==> src/rtl/axi_pkg.sv <==
// Shared AXI4 constants and the data-memory master FSM state type.
package axi_pkg;

  localparam int unsigned AXI_LEN_W  = 8;
  localparam int unsigned AXI_SIZE_W = 3;
  localparam int unsigned AXI_BURST_W = 2;
  localparam int unsigned AXI_RESP_W = 2;
  localparam int unsigned AXI_STRB_W = 4;

  localparam logic [AXI_BURST_W-1:0] AXI_BURST_INCR = 2'b01;
  localparam logic [AXI_SIZE_W-1:0]  AXI_SIZE_WORD  = 3'b010;
  localparam logic [AXI_RESP_W-1:0]  AXI_RESP_OKAY   = 2'b00;
  localparam logic [AXI_RESP_W-1:0]  AXI_RESP_SLVERR = 2'b10;
  localparam logic [AXI_RESP_W-1:0]  AXI_RESP_DECERR = 2'b11;

  typedef enum logic [2:0] {
    StIdle,
    StRdA,
    StRdD,
    StWrAw,
    StWrB,
    StDone
  } dm_state_e;

endpackage

==> src/rtl/dm_axi_master.sv <==
// CPU data-memory port to AXI4 master bridge: one single-beat AXI transaction per
// load/store, with cpu_stall holding the pipeline until the transaction completes.
module dm_axi_master
  import axi_pkg::*;
#(
  parameter int unsigned       ID_W   = 4,
  parameter logic [ID_W-1:0]   MST_ID = 4'h1,
  parameter int unsigned       ADDR_W = 32,
  parameter int unsigned       DATA_W = 32
) (
  input  logic                   clk,
  input  logic                   rst,
  input  logic                   cpu_rd,
  input  logic                   cpu_wr,
  input  logic [ADDR_W-1:0]      cpu_addr,
  input  logic [DATA_W-1:0]      cpu_wdata,
  input  logic [AXI_STRB_W-1:0]  cpu_bweb,
  output logic [DATA_W-1:0]      cpu_rdata,
  output logic                   cpu_stall,
  output logic                   bus_err,
  output logic [ID_W-1:0]        arid,
  output logic [ADDR_W-1:0]      araddr,
  output logic [AXI_LEN_W-1:0]   arlen,
  output logic [AXI_SIZE_W-1:0]  arsize,
  output logic [AXI_BURST_W-1:0] arburst,
  output logic                   arvalid,
  input  logic                   arready,
  input  logic [ID_W-1:0]        rid,
  input  logic [DATA_W-1:0]      rdata,
  input  logic [AXI_RESP_W-1:0]  rresp,
  input  logic                   rlast,
  input  logic                   rvalid,
  output logic                   rready,
  output logic [ID_W-1:0]        awid,
  output logic [ADDR_W-1:0]      awaddr,
  output logic [AXI_LEN_W-1:0]   awlen,
  output logic [AXI_SIZE_W-1:0]  awsize,
  output logic [AXI_BURST_W-1:0] awburst,
  output logic                   awvalid,
  input  logic                   awready,
  output logic [DATA_W-1:0]      wdata,
  output logic [AXI_STRB_W-1:0]  wstrb,
  output logic                   wlast,
  output logic                   wvalid,
  input  logic                   wready,
  input  logic [ID_W-1:0]        bid,
  input  logic [AXI_RESP_W-1:0]  bresp,
  input  logic                   bvalid,
  output logic                   bready
);

  dm_state_e             state_q, state_d;
  logic [ADDR_W-1:0]     addr_q, addr_d;
  logic [DATA_W-1:0]     wdata_q, wdata_d;
  logic [AXI_STRB_W-1:0] wstrb_q, wstrb_d;
  logic [DATA_W-1:0]     rdata_q, rdata_d;
  logic                  aw_ok_q, aw_ok_d;
  logic                  w_ok_q, w_ok_d;
  logic                  bus_err_q, bus_err_d;

  // Single outstanding transaction, so response IDs and rlast carry no information.
  logic unused_resp_fields;
  assign unused_resp_fields = ^{rid, bid, rlast};

  assign arid    = MST_ID;
  assign awid    = MST_ID;
  assign araddr  = addr_q;
  assign awaddr  = addr_q;
  assign arlen   = '0;
  assign awlen   = '0;
  assign arsize  = AXI_SIZE_WORD;
  assign awsize  = AXI_SIZE_WORD;
  assign arburst = AXI_BURST_INCR;
  assign awburst = AXI_BURST_INCR;
  assign wdata   = wdata_q;
  assign wstrb   = wstrb_q;
  assign wlast   = 1'b1;

  assign cpu_rdata = rdata_q;
  assign bus_err   = bus_err_q;

  always_comb begin
    state_d   = state_q;
    addr_d    = addr_q;
    wdata_d   = wdata_q;
    wstrb_d   = wstrb_q;
    rdata_d   = rdata_q;
    aw_ok_d   = aw_ok_q;
    w_ok_d    = w_ok_q;
    bus_err_d = 1'b0;
    cpu_stall = 1'b1;
    arvalid   = 1'b0;
    rready    = 1'b0;
    awvalid   = 1'b0;
    wvalid    = 1'b0;
    bready    = 1'b0;

    unique case (state_q)
      StIdle: begin
        cpu_stall = cpu_rd | cpu_wr;
        aw_ok_d   = 1'b0;
        w_ok_d    = 1'b0;
        if (cpu_rd || cpu_wr) begin
          addr_d  = cpu_addr;
          wdata_d = cpu_wdata;
          wstrb_d = ~cpu_bweb;
          // A simultaneous load and store request issues the store.
          state_d = cpu_wr ? StWrAw : StRdA;
        end
      end
      StRdA: begin
        arvalid = 1'b1;
        if (arready) state_d = StRdD;
      end
      StRdD: begin
        rready = 1'b1;
        if (rvalid) begin
          rdata_d   = rdata;
          bus_err_d = (rresp != AXI_RESP_OKAY);
          state_d   = StDone;
        end
      end
      StWrAw: begin
        awvalid = ~aw_ok_q;
        wvalid  = ~w_ok_q;
        if (!aw_ok_q && awready) aw_ok_d = 1'b1;
        if (!w_ok_q && wready) w_ok_d = 1'b1;
        if (aw_ok_d && w_ok_d) state_d = StWrB;
      end
      StWrB: begin
        bready = 1'b1;
        if (bvalid) begin
          bus_err_d = (bresp != AXI_RESP_OKAY);
          state_d   = StDone;
        end
      end
      StDone: begin
        // Release cycle: CPU advances; a new request is only sampled back in idle.
        cpu_stall = 1'b0;
        state_d   = StIdle;
      end
      default: state_d = StIdle;
    endcase
  end

  always_ff @(posedge clk) begin
    if (rst) begin
      state_q   <= StIdle;
      addr_q    <= '0;
      wdata_q   <= '0;
      wstrb_q   <= '0;
      rdata_q   <= '0;
      aw_ok_q   <= 1'b0;
      w_ok_q    <= 1'b0;
      bus_err_q <= 1'b0;
    end else begin
      state_q   <= state_d;
      addr_q    <= addr_d;
      wdata_q   <= wdata_d;
      wstrb_q   <= wstrb_d;
      rdata_q   <= rdata_d;
      aw_ok_q   <= aw_ok_d;
      w_ok_q    <= w_ok_d;
      bus_err_q <= bus_err_d;
    end
  end

endmodule

==> config.mk <==
export PLATFORM = sky130hd
export DESIGN_NAME = dm_axi_master
export DESIGN_NICKNAME = d
export VERILOG_FILES = /design/src/rtl/axi_pkg.sv /design/src/rtl/dm_axi_master.sv
export SDC_FILE = /design/constraint.sdc
export NUM_CORES = 1
export LEC_CHECK = 0
export ABC_AREA = 1
export CAP_MARGIN = 10
export CORE_ASPECT_RATIO = 0.75
export CORE_UTILIZATION = 25
export DETAILED_ROUTE_END_ITERATION = 10
export SLEW_MARGIN = 20
export SYNTH_ARGS = -nofsm -noshare
export SYNTH_HDL_FRONTEND = slang
export SYNTH_SLANG_ARGS = --single-unit
==> constraint.sdc <==
create_clock -name clk -period 1.3 [get_ports clk]
set_input_delay 0.195 -clock clk [delete_from_list [all_inputs] [get_ports clk]]
set_output_delay 0.195 -clock clk [all_outputs]
set_load 0.05 [all_outputs]
==> run_results.csv, run 1 <==
group,metric,value,unit
clock_network,cts_inserted_buffers,9,
floorplan,start_util,25.8,%
sta,rsz0062_at_grt,"true",
worst_setup_path,path_cells,"buf_6, inv_6, o31a_4, buf_8",
sta,fin_crit,1.54,ns
grt,grt_usage,18.8,%
synthesis,yosys.area.top_type,"dfxtp_1",
clock_network,clockBufferDepth,2,
final_layout,antennaDiodeCount,0,
detailed_routing,drt-pass1-iter-count,4,
placed_design,place_inst,1018,
synthesis,synthCells,567,
worst_setup_path,max_stage_delay,0.37,ns
pwr,power.internal,15.3,mW
sta,fin_ws,-0.243,ns
clock_network,postCtsHoldBufs,0,
synthesis,synth_top_area_share,48.5,%
sta,timing.fmax,0.648,GHz
grt,grt_pass1_vias,4591,
detailed_routing,first_iter_violations,104,
detailed_routing,vias,4648,
min_path,hold_path.class,"input pin to flip-flop",
final_layout,layout_common_cells,"buf_12 (154), clkdlybuf4s50_1 (112), dfxtp_1 (103)",
final_layout,drive_above_1_share,50.2,%
placed_design,dp_hpwl,10.2,mm
synthesis,ys_top_cells_by_area,"dfxtp_1 (49%), nor2_1 (13%), buf_4 (12%)",
clock_network,path_clk_slew,0.07,ns
synthesis,ys_types,25,
detailed_routing,routed_wl,17.7,mm
sta,setup_violations,109,
worst_setup_path,worstPathArrival,1.35,ns
final_layout,fin_util,62.0,%
floorplan,dieArea,0.0180,mm²
synthesis,async_reset_ff_share,0,%
final_layout,fin_area,0.0105,mm²
synthesis,avgSynthCellArea,7.71,µm²
grt,grt_max_degree,55,
detailed_routing,wl_per_cell,16.3,µm
pwr,powerDensity,2670,mW/mm²
clock_network,cts_sinks,106,
detailed_routing,drc,0,
pwr,vdd_drop_max,0.952,mV
final_layout,layout_commonest_cell,"buf_12",
pwr,swShare,45.5,%
sta,final-hold-violation-count,0,
pwr,clockPowerShare,9.4,%
floorplan,fp-row-count,41,
final_layout,syn2layout_area_growth,141,%
clock_network,cts_max_level,3,
outcome,status,"complete, but fails checks",
placed_design,placed_area,0.00836,mm²
worst_setup_path,cp_slowest_cell,"dfxtp_4",
synthesis,synth_edf_count,0,
sta,slew_violations,0,
detailed_routing,ant_nets,0,
floorplan,dieHeight,117,µm
synthesis,synth_seq_cells,106,
final_layout,nNetsFinal,964,
sta,period_share,119,%
worst_setup_path,worstPathRequired,1.11,ns
synthesis,yosysSeqAreaShare,48.5,%
worst_setup_path,cp-start-kind,"flip-flop",
placed_design,routabilityCongestion,0.816,
floorplan,core,0.0170,mm²
clock_network,cts_tree,"done",
placed_design,port_buffers,251,
synthesis,synth_warnings,0,
worst_setup_path,critical_path_class,"flip-flop to output pin",
final_layout,stdcell_count,1083,
synthesis,synthFlopType,"dfxtp_1",
clock_network,root_buffer,"clkbuf_16",
floorplan,io_pins,296,
clock_network,worstSkewPairLatency,0.35,ns
worst_setup_path,critPathMaxFanout,3,
pwr,seqPwrFrac,21.1,%
grt,grt_overflow,0,
grt,antenna_found_initial,0,
worst_setup_path,end_kind,"output pin",
grt,grt_pass1_wl,25.9,mm
pwr,p_leak,4.21,nW
sta,skew,0.00779,ns
pwr,power_frac_comb,69.5,%
outcome,violations,"setup timing",
detailed_routing,viasPerCell,4.29,
run,cap_viol_max_count,0,
synthesis,synth_area,0.00437,mm²
floorplan,die_width,155,µm
pwr,power.switching,12.8,mW
state kept, by name, summed over array words and instances (netlist names):
| name | flops |
|---|---|
| w_ok_q | 1 |
| cpu_rdata | 32 |
| aw_ok_q | 1 |
| wdata | 32 |
| araddr | 32 |
| wstrb | 4 |
| state_q | 3 |
| bus_err | 1 |
worst max-delay path: cells and delay by family, from the launching register on:
family          cells  cell delay, ns
flops               1            0.37
compound gates      1            0.32
buf+inv             3            0.31
cell usage after synthesis (2+ instances only):
cell type / n
inv_2: 2
nand2_1: 18
buf_4: 70
a21oi_1: 32
inv_1: 36
nand2_2: 2
nor2_1: 157
conb_1: 2
nand3_1: 2
o21ai_0: 95
clkbuf_1: 16
dfxtp_1: 106
buf_2: 10
buf_6: 3
o21ai_1: 6
cell type report:
| type | count | area, µm² |
|---|---|---|
| multi-input cells | 357 | 2490 |
| well taps | 236 | 295 |
| clock inverters | 5 | 37.5 |
| inverters | 38 | 163 |
| clock buffers | 11 | 243 |
| flip-flops and latches | 106 | 2130 |
| fillers | 1350 | 6450 |
| repair buffers | 330 | 5170 |
kinds of logic after synthesis:
logic type             after synthesis  synth area share (%)
and+or+nand+nor                    185                  16.8
buffers and inverters              137                  18.6
other                                2                 0.172
DFF                                106                  48.5
AOI/OAI and AO/OA                  137                  15.9
per-stage QoR:
step	power (mW)	hold WS (ns)	setup WS [ns]	TNS [ns]
2_1_floorplan	13.2	0.264	-0.310	-11.85
3_3_place_gp	20.4	0.469	-0.316	-19.57
3_5_place_dp	20.5	0.471	-0.348	-21.15
4_1_cts	28.1	0.375	-0.276	-17.26
5_1_grt	29.3	0.394	-0.297	-21.19
6_report	28.1	0.390	-0.243	-15.42
power groups by stage:
| stage | registers [mW] | logic (mW) | clock network, mW |
|---|---|---|---|
| finish | 5.93 | 19.5 | 2.64 |
| global route | 6.09 | 20.3 | 2.87 |
| CTS | 5.87 | 19.5 | 2.74 |
| detailed placement | 5.86 | 14.6 | 0 |
| global placement | 5.83 | 14.5 | 0 |
| floorplan | 8.56 | 4.63 | 0 |
metal layers:
layer	up-vias	GRT usage [%]	wire (µm)
met2	182	33.1	9110
met3	9	7.05	1530
li1	2263	-	-
met1	2194	22.0	6940
met4	0	4.03	123
met5	-	0	0
final timing paths:
kind	from	endpoint	slack, ns	depth (start not counted)
max	state_q[0]	cpu_stall	-0.24	4
min	cpu_bweb[2]	wstrb[2]	0.39	2
max reg2reg	state_q[1]	cpu_rdata[4]	-0.23	8
min reg2reg	wdata[24]	wdata[24]	0.50	2
timing repair:
action,4_1_cts,5_1_grt
gates cloned,22,5
buffers inserted,25,9
gates resized for setup,240,121
setup endpoints to repair,81,110
hold endpoints to repair,0,0
pin swaps,60,44
Note: power is estimated with default switching activity, not from simulation.
==> inputs of run 2 (changes only) <==
Settings changed: ABC_CLOCK_PERIOD_IN_PS set to 1300, SLEW_MARGIN 20 to unset.
==> results of run 2 <==
No change in the layout: final DEF, timing and power equal those of run 1.
==> inputs of run 3 (changes only) <==
Settings changed: CORE_MARGIN set to 2.
==> run 3 against run 2 <==
Compared with the run above: the run still ends with setup timing left; register-to-register slack lost 0.03 ns; non-clock buffer count is 3 higher; core utilization fell by 0.91 points; die area is 3.0% higher; flip-flop and latch count did not move; final cell count rose by 0.37%; routed wire length down 1.5%; largest cell class unchanged.
==> run_results.csv, run 3 (same netlist as run 1, synthesis figures left out) <==
group,metric,value,unit
run,cap_viol_max_count,0,
detailed_routing,first_iter_violations,210,
detailed_routing,vias,4640,
pwr,power,27.7,mW
final_layout,syn2layout_area_growth,137,%
placed_design,port_buffers,251,
detailed_routing,ant_nets,0,
floorplan,die_width,157,µm
min_path,hold_path_depth,2,
grt,grt_pass1_wl,24.2,mm
worst_setup_path,critical_path_class,"flip-flop to output pin",
pwr,power_frac_comb,67.8,%
sta,final-hold-violation-count,0,
worst_setup_path,worstPathRequired,1.11,ns
clock_network,cts_sinks,106,
detailed_routing,wl_per_cell,16.0,µm
final_layout,nNetsFinal,968,
worst_setup_path,critPathMaxFanout,4,
detailed_routing,drt-pass1-iter-count,4,
floorplan,start_util,25.8,%
pwr,p_leak,4.21,nW
min_path,hold_path.class,"input pin to flip-flop",
detailed_routing,drc,0,
worst_setup_path,end_kind,"output pin",
floorplan,core,0.0170,mm²
final_layout,layout_commonest_cell,"buf_12",
pwr,vdd_drop_max,0.959,mV
sta,tns,-19.70,ns
worst_setup_path,r2r_start,"state_q[1]",
worst_setup_path,ff2ff_path_depth,11,
sta,timing.fmax,0.637,GHz
sta,fin_crit,1.57,ns
worst_setup_path,reg2reg_to,"cpu_rdata[13]",
detailed_routing,viasPerCell,4.27,
final_layout,layout_common_cells,"buf_12 (153), clkdlybuf4s50_1 (111), dfxtp_1 (103)",
pwr,clockPowerShare,11.0,%
min_path,hold_end,"wstrb[1]",
clock_network,worstSkewPairLatency,0.35,ns
grt,grt_usage,17.0,%
final_layout,drive_above_1_share,47.5,%
grt,grt_max_degree,48,
sta,slew_violations,0,
grt,antenna_found_initial,0,
placed_design,dp_hpwl,10.8,mm
sta,skew,0.00492,ns
min_path,min-delay-start,"cpu_bweb[1]",
sta,period_share,121,%
pwr,swShare,45.0,%
outcome,status,"complete, but fails checks",
final_layout,antennaDiodeCount,0,
sta,fin_ws,-0.270,ns
grt,grt_pass1_vias,4339,
floorplan,dieArea,0.0186,mm²
clock_network,postCtsHoldBufs,0,
detailed_routing,routed_wl,17.4,mm
floorplan,dieHeight,119,µm
floorplan,fp-row-count,41,
floorplan,io_pins,296,
clock_network,clockBufferDepth,2,
sta,setup_violations,110,
pwr,power.internal,15.2,mW
grt,grt_overflow,0,
clock_network,root_buffer,"clkbuf_16",
sta,rsz0062_at_grt,"true",
worst_setup_path,cp-start-kind,"flip-flop",
clock_network,cts_inserted_buffers,9,
pwr,seqPwrFrac,21.3,%
outcome,violations,"setup timing",
worst_setup_path,rrSetupSlack,-0.26,ns
placed_design,routabilityCongestion,0.760,
worst_setup_path,worstPathArrival,1.38,ns
pwr,powerDensity,2670,mW/mm²
clock_network,cts_tree,"done",
clock_network,cts_max_level,3,
pwr,power.switching,12.5,mW
clock_network,path_clk_slew,0.07,ns
==> run 3: cell count changes in the layout (fill, tap and decap cells not counted), sizes merged <==
cell / before / now
inv: 38 / 41
bufinv: 0 / 2
clkinvlp: 2 / 0
buf: 213 / 214
clkdlybuf4s50: 112 / 111
clkinv: 3 / 2
dlygate4sd2: 0 / 1
nand2: 20 / 21
==> run 3: metal layers <==
metal  part of all wire (%)  routed length (µm)  GRT usage (%)
met5                      0                   0              0
met4                    1.3                 223           4.30
met3                    9.3                1620           7.59
met2                     50                8740           28.6
met1                     39                6860           19.6
==> run 3: worst max path at each step <==
stage	from	to	slack, ns	cells after the start
final	state_q[1]	rready	-0.27	5
after global routing	state_q[1]	cpu_rdata[14]	-0.35	11
after CTS	state_q[2]	cpu_stall	-0.28	4
after detailed placement	cpu_wr	wdata[11]	-0.39	6
after global placement	cpu_wr	wdata[4]	-0.32	6
after floorplan	state_q[1]	cpu_rdata[10]	-0.31	6
==> run 3: cell type report <==
cell class	count	area (µm²)
clock buffer	9	225
clock inverter	7	100
fill	1364	6610
inverter	38	160
multi-input combinational	358	2340
sequential	106	2130
tap	236	295
timing repair buffer	333	5120
==> run 3: power groups by stage <==
stage               Combinational (mW)  Sequential (mW)  Clock (mW)
global placement                  14.8             5.84           0
CTS                               17.3             5.81        3.15
detailed placement                14.8             5.86           0
floorplan                         4.63             8.56           0
finish                            18.8             5.89        3.04
global route                      19.5             6.02        3.27
==> run 3: what timing repair did <==
item | CTS | global route
cloned | 12 | 9
gates resized for setup | 200 | 109
pin swaps | 33 | 40
setup buffers | 17 | 14
endpoints found under the setup margin | 108 | 110
==> run 3: critical path, stage by stage, from the launching register on <==
cell	delay, ns
dfxtp_4	0.39
buf_6	0.11
inv_4	0.03
nor3_4	0.23
buf_6	0.14
buf_12	0.12
==> run 3: through the flow <==
stage	hold WS (ns)	setup slack, ns	cells	utilization, %	instance area [µm²]
after floorplan	0.264	-0.310	600	-	4580
after global placement	0.468	-0.318	1024	49.7	8440
after detailed placement	0.472	-0.387	1024	49.7	8440
after CTS	0.381	-0.282	1069	57.8	9820
after global routing	0.396	-0.346	1087	61.1	10400
final	0.406	-0.270	1087	61.1	10400
